[config.mk]
export PLATFORM = sky130hd
export DESIGN_NAME = instr_encoder
export DESIGN_NICKNAME = d
export VERILOG_FILES = /design/src/rtl/brisc_pkg.sv /design/src/rtl/instr_field_pack.sv /design/src/rtl/instr_encoder.sv
export SDC_FILE = /design/constraint.sdc
export NUM_CORES = 1
export LEC_CHECK = 0
export BUFFER_PORTS_ARGS = -buffer_cell sky130_fd_sc_hd__buf_4
export CAP_MARGIN = 20
export CORE_ASPECT_RATIO = 0.8
export CORE_MARGIN = 2
export CORE_UTILIZATION = 45
export CTS_BUF_LIST = sky130_fd_sc_hd__clkbuf_4 sky130_fd_sc_hd__clkbuf_8
export DETAILED_ROUTE_END_ITERATION = 10
export PLACE_DENSITY = 0.71
export REMOVE_ABC_BUFFERS = 1
export SETUP_SLACK_MARGIN = 0.15
export SLEW_MARGIN = 20
export SYNTH_ARGS = -nofsm -noshare
export SYNTH_HDL_FRONTEND = slang
export SYNTH_SLANG_ARGS = --single-unit
[constraint.sdc]
create_clock -name clk -period 2.1 [get_ports clk]
set_input_delay 0.105 -clock clk [delete_from_list [all_inputs] [get_ports clk]]
set_output_delay 0.105 -clock clk [all_outputs]
set_load 0.03 [all_outputs]
[src/rtl/brisc_pkg.sv]
// Shared opcode constants, encoder request kinds, FSM states and the immediate range helper.
// No logic of its own; imported by the encoder and its field packer.
package brisc_pkg;

  localparam logic [6:0] OPCODE_OP     = 7'b0110011;
  localparam logic [6:0] OPCODE_OP_IMM = 7'b0010011;
  localparam logic [6:0] OPCODE_LOAD   = 7'b0000011;
  localparam logic [6:0] OPCODE_STORE  = 7'b0100011;
  localparam logic [6:0] OPCODE_BRANCH = 7'b1100011;
  localparam logic [6:0] OPCODE_JAL    = 7'b1101111;
  localparam logic [6:0] OPCODE_AUIPC  = 7'b0010111;
  localparam logic [6:0] OPCODE_END    = 7'b0001011;

  localparam logic [31:0] INSTR_NOP = 32'h0000_0013;

  typedef enum logic [3:0] {
    ENC_ADD, ENC_SUB, ENC_MUL, ENC_OR, ENC_AND, ENC_ADDI, ENC_ORI, ENC_ANDI,
    ENC_LB, ENC_LW, ENC_SB, ENC_SW, ENC_BEQ, ENC_JAL, ENC_AUIPC, ENC_END
  } enc_kind_e;

  typedef enum logic [1:0] {ST_IDLE, ST_RUN, ST_DONE} enc_state_e;

  // True when v is representable as a signed (msb+1)-bit value: bits [31:msb] all equal.
  function automatic logic fits_signed(input logic [31:0] v, input int unsigned msb);
    logic [31:0] mask;
    mask = 32'hFFFF_FFFF << msb;
    return ((v & mask) == mask) || ((v & mask) == 32'h0);
  endfunction

endpackage

[src/rtl/instr_field_pack.sv]
// Combinational RV32 field packer: builds the raw instruction word and flags whether
// the immediate fits its format. Zero latency, no handshake.
module instr_field_pack
  import brisc_pkg::*;
(
  input  enc_kind_e   kind,
  input  logic [4:0]  rd,
  input  logic [4:0]  rs1,
  input  logic [4:0]  rs2,
  input  logic [31:0] imm,
  output logic [31:0] instr,
  output logic        legal
);

  always_comb begin
    instr = 32'h0;
    legal = 1'b1;
    case (kind)
      ENC_ADD: instr = {7'b0000000, rs2, rs1, 3'b000, rd, OPCODE_OP};
      ENC_SUB: instr = {7'b0100000, rs2, rs1, 3'b000, rd, OPCODE_OP};
      ENC_MUL: instr = {7'b0000001, rs2, rs1, 3'b000, rd, OPCODE_OP};
      ENC_OR:  instr = {7'b0000000, rs2, rs1, 3'b110, rd, OPCODE_OP};
      ENC_AND: instr = {7'b0000000, rs2, rs1, 3'b111, rd, OPCODE_OP};
      ENC_ADDI: begin
        legal = fits_signed(imm, 11);
        instr = {imm[11:0], rs1, 3'b000, rd, OPCODE_OP_IMM};
      end
      ENC_ORI: begin
        legal = fits_signed(imm, 11);
        instr = {imm[11:0], rs1, 3'b110, rd, OPCODE_OP_IMM};
      end
      ENC_ANDI: begin
        legal = fits_signed(imm, 11);
        instr = {imm[11:0], rs1, 3'b111, rd, OPCODE_OP_IMM};
      end
      ENC_LB: begin
        legal = fits_signed(imm, 11);
        instr = {imm[11:0], rs1, 3'b000, rd, OPCODE_LOAD};
      end
      ENC_LW: begin
        legal = fits_signed(imm, 11);
        instr = {imm[11:0], rs1, 3'b010, rd, OPCODE_LOAD};
      end
      ENC_SB: begin
        legal = fits_signed(imm, 11);
        instr = {imm[11:5], rs2, rs1, 3'b000, imm[4:0], OPCODE_STORE};
      end
      ENC_SW: begin
        legal = fits_signed(imm, 11);
        instr = {imm[11:5], rs2, rs1, 3'b010, imm[4:0], OPCODE_STORE};
      end
      ENC_BEQ: begin
        legal = fits_signed(imm, 12) & ~imm[0];
        instr = {imm[12], imm[10:5], rs2, rs1, 3'b000, imm[4:1], imm[11], OPCODE_BRANCH};
      end
      ENC_JAL: begin
        legal = fits_signed(imm, 20) & ~imm[0];
        instr = {imm[20], imm[10:1], imm[11], imm[19:12], rd, OPCODE_JAL};
      end
      ENC_AUIPC: begin
        legal = (imm[11:0] == 12'h000);
        instr = {imm[31:12], rd, OPCODE_AUIPC};
      end
      ENC_END: instr = {25'h0, OPCODE_END};
      default: instr = 32'h0;
    endcase
  end

endmodule

[src/rtl/instr_encoder.sv]
// Session encoder: requests become addressed RV32 words one cycle after acceptance through a
// single-entry output register; in_ready drops while that entry is stalled, full rate otherwise.
module instr_encoder
  import brisc_pkg::*;
#(
  parameter int ADDR_WIDTH = 32
) (
  input  logic                  clk,
  input  logic                  rst_n,
  input  logic                  start,
  input  logic [ADDR_WIDTH-1:0] base_addr,
  input  logic                  in_valid,
  output logic                  in_ready,
  input  enc_kind_e             in_kind,
  input  logic [4:0]            in_rd,
  input  logic [4:0]            in_rs1,
  input  logic [4:0]            in_rs2,
  input  logic [31:0]           in_imm,
  output logic                  out_valid,
  input  logic                  out_ready,
  output logic [31:0]           out_instr,
  output logic [ADDR_WIDTH-1:0] out_addr,
  output logic                  out_err,
  output logic                  busy,
  output logic                  done,
  output logic [7:0]            err_cnt
);

  localparam logic [ADDR_WIDTH-1:0] ADDR_STEP = ADDR_WIDTH'(4);

  enc_state_e            state;
  logic                  end_seen;
  logic [ADDR_WIDTH-1:0] addr;
  logic [31:0]           word;
  logic                  legal;
  logic                  accept;
  logic                  pop;

  instr_field_pack u_pack (
    .kind  (in_kind),
    .rd    (in_rd),
    .rs1   (in_rs1),
    .rs2   (in_rs2),
    .imm   (in_imm),
    .instr (word),
    .legal (legal)
  );

  assign in_ready = (state == ST_RUN) & ~end_seen & (~out_valid | out_ready);
  assign accept   = in_valid & in_ready;
  assign pop      = out_valid & out_ready;

  always_ff @(posedge clk) begin
    if (!rst_n) begin
      state     <= ST_IDLE;
      addr      <= '0;
      end_seen  <= 1'b0;
      out_valid <= 1'b0;
      out_instr <= 32'h0;
      out_addr  <= '0;
      out_err   <= 1'b0;
      err_cnt   <= 8'h00;
      busy      <= 1'b0;
      done      <= 1'b0;
    end else begin
      case (state)
        ST_IDLE, ST_DONE: begin
          if (start) begin
            state    <= ST_RUN;
            busy     <= 1'b1;
            done     <= 1'b0;
            addr     <= base_addr;
            err_cnt  <= 8'h00;
            end_seen <= 1'b0;
          end
        end
        ST_RUN: begin
          if (accept) begin
            out_valid <= 1'b1;
            out_instr <= legal ? word : INSTR_NOP;
            out_err   <= ~legal;
            out_addr  <= addr;
            addr      <= addr + ADDR_STEP;
            if (!legal && err_cnt != 8'hFF) err_cnt <= err_cnt + 8'd1;
            if (in_kind == ENC_END) end_seen <= 1'b1;
          end else if (pop) begin
            out_valid <= 1'b0;
            // Once END is latched no other word can enter, so this pop is the END word.
            if (end_seen) begin
              state <= ST_DONE;
              busy  <= 1'b0;
              done  <= 1'b1;
            end
          end
        end
        default: state <= ST_IDLE;
      endcase
    end
  end

endmodule

==> run metrics, run 1 <==
FF-to-FF Start=addr[3]; Worst R2R Setup Slack=0.16 ns; Filler Cells Inserted=1203; antenna cells=0; synth unique cells=65; Power Dens Cells=589 mW/mm^2; Hold/Removal Path Class=in2reg; top cells by area, synth=dfxtp_1 38%, nand2_1 9.6%, a21oi_1 7.7%; top_reg_cell synth=dfxtp_1; CTS tree=yes; mapped cell area=0.00586 mm^2; number of routed nets with antenna violations=0; leakage dissipation=3.19 nW; placed inst area=0.00743 mm^2; layout cells sized above 1=0.297; maxcap violations=0; Highest Signal Layer=met4; first-pass detailed-route iteration total=5; core region area=0.0128 mm^2; register area share after synthesis=0.376; Peak VDD IR=307 uV; initial core utilization=0.458; CTS Sinks=110; area delta synth->final=34.8%; # port buffers=164; Final Cycle Share=0.924; WL final=18.4 mm; Final Hold Viols=0; H-tree depth=3; Fmax achieved=0.515 GHz; Max-slew headroom=0.558; Gate Count Post-Synth=779; die area=0.0139 mm^2; RSZ-0062 raised after global routing=yes; Slew @ Worst Pin=0.663 ns; initial drt markers=555; TritonCTS Buffers=9; total gr overflow=0; finished layout cell area=0.00789 mm^2; status=complete, no violations; Synth Register Bits=110; wl on met1=8.98 mm; Synthesis Warnings=0; Worst Hold Depth=3; GRT Util Overall=0.252; Final Critical Period=1.94 ns; CTS max path bufs=2; worst hold slack=0.0135 ns; # IOs=165; CP max FO=5; Crit Path Category=reg2reg; DRC=0; clk slew on worst S/H paths=0.11 ns; first-pass GRT wire length=29.0 mm; worst hold start=in_rs1[3]; Final Util=0.618; met3 wire length=1.12 mm; DR vias=6405; Clk Latency, worst-skew pair=0.38 ns; Critical Path Sink Type=flop; Critical Path Start Type=flop; top cell type by total area after synthesis=dfxtp_1; Slew Limit Fails=0; WL/cell=16.2 um; endpoint of the worst register-to-register path=addr[19]; Post-Synthesis Mean Instance Area=7.52 um^2; Synth async-reset ratio=0; R2R cell count=7; die height=106 um; worst hold endpoint=out_instr[18]; top-count cell post-synth=nand2_1; top cell type's share of synthesized area=0.376; Req. time, crit path=2.39 ns; detailed placement HPWL=13.2 mm; vias in the first global route=5595; critical path data arrival time=2.23 ns; row count=37; most frequent cells after synthesis=150 x nand2_1, 110 x dfxtp_1, 90 x a21oi_1; met2 WL=7.94 mm; clk root buf=clkbuf_8; EDFF count, synth=0; Vias/cell=5.65; routability congestion estimate=0.930; antenna violations before repair=0; final setup fails=0; Nets=1043; Final Skew=0.0121 ns; Die W=132 um; largest net degree at the start of global routing=61
how the worst max path moves through the flow:
stage,startpoint,cells past startpoint,to
floorplan,state[1],6,addr[30]
global placement,in_imm[26],8,out_instr[27]
detailed placement,state[1],6,out_instr[20]
CTS,state[1],6,addr[2]
global route,addr[2],6,addr[29]
finish,addr[3],7,addr[19]
layout by cell type (no fill, tap or decap), types with 5 or more instances in the layout:
cell             n
nand2b_1         7
nand2_1        148
and2_1           6
buf_4          212
o31ai_1          5
nor2b_1         10
nor3_1          13
inv_1            9
clkbuf_8         9
a211oi_1         6
nand4_1         13
and3_1           5
o21ai_0         42
nor4_1           9
dlygate4sd3_1    6
a221oi_1        10
a22o_1          12
nor2_1          59
dfxtp_1        103
o21ai_1         17
a21o_1           5
nand3_1         23
o21ai_2          8
a21oi_1         89
a31oi_1          8
mux2i_1          5
a311oi_1         7
a22oi_1         12
stage by stage:
stage          setup TNS (ns)  power (mW)  setup WS [ns]  instances
2_1_floorplan         -170.47        2.78          -2.27        719
3_3_place_gp                0        3.26         0.0963       1103
3_5_place_dp                0        3.27         0.0817       1103
4_1_cts                     0        4.64          0.143       1125
5_1_grt                     0        4.88         0.0782       1133
6_report                    0        4.65          0.159       1133
where the power goes:
part           internal [mW]  total (mW)  switching, mW  leakage, nW
combinational          0.441        1.03          0.593         2.19
sequential              2.18        2.25         0.0782        0.898
clock                  0.581        1.36          0.780        0.105
total                   3.20        4.65           1.45         3.19
sequential cells by signal, summed over array words and instances (netlist names):
signal     cells
out_addr      32
addr          32
done           1
end_seen       1
state          2
busy           1
out_err        1
out_instr     31
out_valid      1
err_cnt        8
repair_timing:
action,CTS,global route
endpoints found under the hold margin,6,0
pin swaps,2,8
setup endpoints to repair,31,42
buffers inserted,0,7
gates cloned,0,1
hold buffers,6,0
resized for setup,8,22
metal layers:
metal,vias to the layer above,track usage
li1,3178,-
met1,2947,0.375
met2,250,0.374
met3,30,0.0448
met4,0,0.0683
met5,-,0
layout make-up:
class                           instances  area [um^2]  area share
Sequential cell                       110         2220       0.281
Tap cell                              175          219      0.0277
Clock inverter                          7         91.3      0.0116
Clock buffer                            9          124      0.0157
Inverter                               12         45.0     0.00571
Timing Repair Buffer                  222         1730       0.219
Multi-Input combinational cell        598         3460       0.439
cells by family (layout without fill, tap and decap cells):
logic type      Yosys count  after routing  synth area share
simple gates            321            322             0.254
compound gates          262            262             0.290
flops                   110            110             0.376
buf+inv                  72            250            0.0551
mux                       9              9            0.0162
xor+xnor                  3              3           0.00449
fa+ha+maj                 2              2           0.00427
worst max-delay path, stage by stage (launching register included):
cell      delay, ns
dfxtp_4        0.39
nand4_1        0.18
buf_4          0.21
or4_1          0.49
nor2_1         0.15
a21o_1         0.14
a21oi_1        0.06
a211oi_1       0.23
No activity file was read; power rests on OpenSTA's default activity.
==> inputs of run 2 (changes only) <==
Settings changed: CTS_BUF_LIST sky130_fd_sc_hd__clkbuf_4 sky130_fd_sc_hd__clkbuf_8 to sky130_fd_sc_hd__clkbuf_16.
==> run 2 against run 1 <==
Wire length rose by 0.52%. Cell area grew 1.5%. Non-clock buffer count is 5 lower. Sequential share of layout area shrank 0.41 points. Final cell count fell by 0.44%. Critical path depth is the same. Register-to-register slack improved by 0.02 ns. Largest cell class unchanged. Highest routed layer unchanged.
==> run metrics, run 2 (synthesis gave the netlist of run 1 again) <==
Largest regs=addr (32), out_addr (32), out_instr (31); H-tree depth=3; Slew Limit Fails=0; vias in the first global route=5581; most frequent cells in the layout=211 x buf_4, 148 x nand2_1, 103 x dfxtp_1; Final Util=0.627; WL final=18.5 mm; CP max FO=5; CTS max path bufs=2; DRC=0; clk slew on worst S/H paths=0.08 ns; Slew @ Worst Pin=0.667 ns; final worst setup slack=0.177 ns; placed cells=1103; endpoint of the worst register-to-register path=addr[28]; R2R cell count=7; initial drt markers=614; Final Skew=0.00878 ns; leakage dissipation=3.21 nW; FF-to-FF Start=addr[3]; # IOs=165; TritonCTS Buffers=9; critical path data arrival time=2.18 ns; RSZ-0062 raised after global routing=yes; Final Hold Viols=0; Power Dens Cells=633 mW/mm^2; Filler Cells Inserted=1192; maxcap violations=0; row count=37; largest net degree at the start of global routing=61; antenna violations before repair=0; Critical Path Sink Type=flop; status=complete, no violations; Die W=132 um; WL/cell=16.4 um; final setup fails=0; worst hold slack=0.0282 ns; CTS tree=yes; core region area=0.0128 mm^2; Seq. cell area=0.00222 mm^2; detailed placement HPWL=13.2 mm; DR vias=6399; Final Cycle Share=0.916; Vias/cell=5.67; worst hold start=base_addr[26]; Hold/Removal Path Class=in2reg; number of routed nets with antenna violations=0; area taken by multi-input logic gates=0.00353 mm^2; # port buffers=164; first-pass detailed-route iteration total=6; Clk Latency, worst-skew pair=0.35 ns; antenna cells=0; CTS Sinks=110; Critical Path Start Type=flop; commonest non-fill, non-tap cell in the layout=buf_4; Req. time, crit path=2.36 ns; GRT Util Overall=0.253; initial core utilization=0.458; Fmax achieved=0.520 GHz; Post-Layout Cell Count=1128; die height=106 um; area delta synth->final=36.7%; die area=0.0139 mm^2; Max-slew headroom=0.551; Worst Hold Depth=3; Final Critical Period=1.92 ns; Worst R2R Setup Slack=0.18 ns; Peak VDD IR=552 uV; clk root buf=clkbuf_16; first-pass GRT wire length=28.9 mm; routability congestion estimate=0.930; total power=5.07 mW; Nets=1038; Place WS=0.0817 ns; Crit Path Category=reg2reg; total gr overflow=0; layout cells sized above 1=0.306; worst hold endpoint=addr[26]
-- run 2: cell count changes in the layout (fill, tap and decap cells not counted), sizes merged --
cell and change:
buf -1, dlygate4sd3 -4
-- run 2: worst max-delay path: stages, from the launching register on --
cell	delay, ns
dfxtp_4	0.39
ha_4	0.15
nand3_4	0.08
nor4_4	0.34
nand4_1	0.25
nor3_4	0.30
nor3_1	0.07
a311oi_1	0.25
-- run 2: repair_timing --
action / in CTS / in global routing
hold buffers: 2 / 0
gates cloned: 0 / 1
endpoints found under the setup margin: 31 / 38
pin swaps: 3 / 17
hold endpoints to repair: 2 / 0
setup buffers: 0 / 6
gates resized for setup: 8 / 33
-- run 2: where the power goes --
part           total (mW)  switching [mW]  leakage (nW)  internal, mW
clock                1.78           0.827         0.151         0.955
sequential           2.26          0.0815         0.898          2.17
combinational        1.04           0.597          2.17         0.439
total                5.07            1.51          3.21          3.57
-- run 2: per-layer routing --
metal  vias up  track usage  share of wire
li1       3167            -              -
met1      2938        0.377           0.48
met2       261        0.372           0.43
met3        33       0.0448          0.067
met4         0       0.0691          0.021
met5         -            0              0
-- run 2: worst max-delay path by stage --
| stage | to | startpoint | slack, ns |
|---|---|---|---|
| 6_report | addr[28] | addr[3] | 0.18 |
| 5_1_grt | addr[28] | addr[3] | 0.04 |
| 4_1_cts | addr[2] | state[1] | 0.14 |
| 2_1_floorplan | addr[30] | state[1] | -2.27 |
| 3_3_place_gp | out_instr[27] | in_imm[26] | 0.1 |
| 3_5_place_dp | out_instr[20] | state[1] | 0.08 |
-- run 2: per-stage QoR --
step	TNS (ns)	instance area, um^2
global placement	0	7430
global route	0	8010
finish	0	8010
detailed placement	0	7430
floorplan	-170.47	5580
CTS	0	7790
-- run 2: layout make-up --
class / count / share of cell area
timing repair buffer: 217 / 0.210
clock buffer: 9 / 0.0281
multi-input combinational: 598 / 0.440
inverter: 12 / 0.00562
sequential: 110 / 0.277
tap: 175 / 0.0273
clock inverter: 7 / 0.0114
==> inputs of run 3 (changes only) <==
Settings changed: CORE_UTILIZATION 45 to 40, PLACE_DENSITY 0.71 to not set.
==> run 3 against run 2 <==
Clock-buffer cell count did not move. Hold slack worse by 0.017 ns. Wire length is 6.7% higher. Largest cell class unchanged. Highest routed layer unchanged.
==> run metrics, run 3 (synthesis gave the netlist of run 1 again) <==
status=complete, no violations; grt met3 use=0.0550; H-tree depth=3; Final Critical Period=1.92 ns; WL/cell=17.3 um; first-pass GRT wire length=31.7 mm; Filler Cells Inserted=1390; RSZ-0062 raised after global routing=yes; antenna cells=0; total power=5.13 mW; Fmax achieved=0.520 GHz; Crit Path Category=reg2reg; finished layout cell area=0.00801 mm^2; initial core utilization=0.410; Final Util=0.560; largest net degree at the start of global routing=44; cts hold-fix bufs=0; maxcap violations=0; global routing's busiest layer=met2; detailed placement HPWL=14.6 mm; Critical Path Start Type=flop; leakage dissipation=3.26 nW; Power Dens Cells=641 mW/mm^2; CTS tree=yes; initial drt markers=503; CP max FO=5; critical path data arrival time=2.19 ns; Req. time, crit path=2.37 ns; vias in the first global route=6182; Slew Limit Fails=0; Final Skew=0.0112 ns; Slew @ Worst Pin=0.745 ns; # port buffers=164; GRT Util Overall=0.247; CTS Sinks=110; Final Hold Viols=0; Vias/cell=5.63; TritonCTS Buffers=9; total gr overflow=0; most frequent cells in the layout=217 x buf_4, 148 x nand2_1, 102 x dfxtp_1; commonest non-fill, non-tap cell in the layout=buf_4; Final Cycle Share=0.915; row count=39; first-pass detailed-route iteration total=5; GRT met1 Usage=0.364; Max-slew headroom=0.503; antenna violations before repair=0; Largest regs=addr (32), out_addr (32), out_instr (31); DRC=0; clk slew on worst S/H paths=0.08 ns; Nets=1042; number of routed nets with antenna violations=0; layout cells sized above 1=0.306; Die W=139 um; die area=0.0156 mm^2; routability congestion estimate=0.930; DR vias=6420; CTS max path bufs=2; die height=112 um; # IOs=165; Critical Path Sink Type=flop; area delta synth->final=36.7%; placed inst area=0.00749 mm^2; Hold/Removal Path Class=in2reg; WL final=19.7 mm; core region area=0.0143 mm^2; clk root buf=clkbuf_16; met2 usage=0.376; final setup fails=0; worst hold slack=0.0116 ns; Peak VDD IR=465 uV; Clk Latency, worst-skew pair=0.34 ns
[run 3: power by group]
part	switching (mW)	leakage [nW]	internal [mW]	total, mW
logic	0.595	2.20	0.431	1.03
registers	0.0860	0.899	2.18	2.26
clock network	0.791	0.163	1.06	1.85
[run 3: what timing repair did]
item                       in CTS  in global routing
pin swaps                       5                 12
gates resized for setup        11                 29
buffers inserted                3                  3
setup endpoints to repair      17                 59
[run 3: final timing paths]
| path | start | end | slack, ns | cells past startpoint |
|---|---|---|---|---|
| max | addr[6] | addr[27] | 0.18 | 8 |
| max reg2reg | addr[6] | addr[27] | 0.18 | 8 |
| min reg2reg | out_instr[20] | out_instr[20] | 0.45 | 2 |
| min | base_addr[0] | addr[0] | 0.01 | 3 |
[run 3: critical path, stage by stage (launching register included)]
cell     delay [ns]
dfxtp_1        0.39
nand2_2        0.15
nor4_4         0.32
nand4_1        0.29
buf_4          0.24
buf_6          0.11
o21ai_2        0.09
a21oi_1        0.08
nor3_1         0.17
[run 3: cell type report]
cell class	count	area, um^2	area share
sequential	110	2220	0.277
clock inverter	7	97.6	0.0122
clock buffer	9	225	0.0281
inverter	12	45.0	0.00562
multi-input combinational	597	3480	0.434
tap	184	230	0.0287
timing repair buffer	222	1710	0.214
[run 3: metal layers]
layer / routed length [um] / vias up
li1: - / 3163
met1: 9640 / 3038
met2: 8730 / 209
met3: 1240 / 10
met4: 129 / 0
met5: 0 / -
[run 3: through the flow]
step,cells,setup slack (ns),setup TNS (ns)
after CTS,1138,0.130,0
after global routing,1141,-0.00380,-0.00380
after global placement,1119,-0.0696,-0.533
after floorplan,719,-2.27,-170.47
after detailed placement,1119,-0.0449,-0.250
final,1141,0.178,0
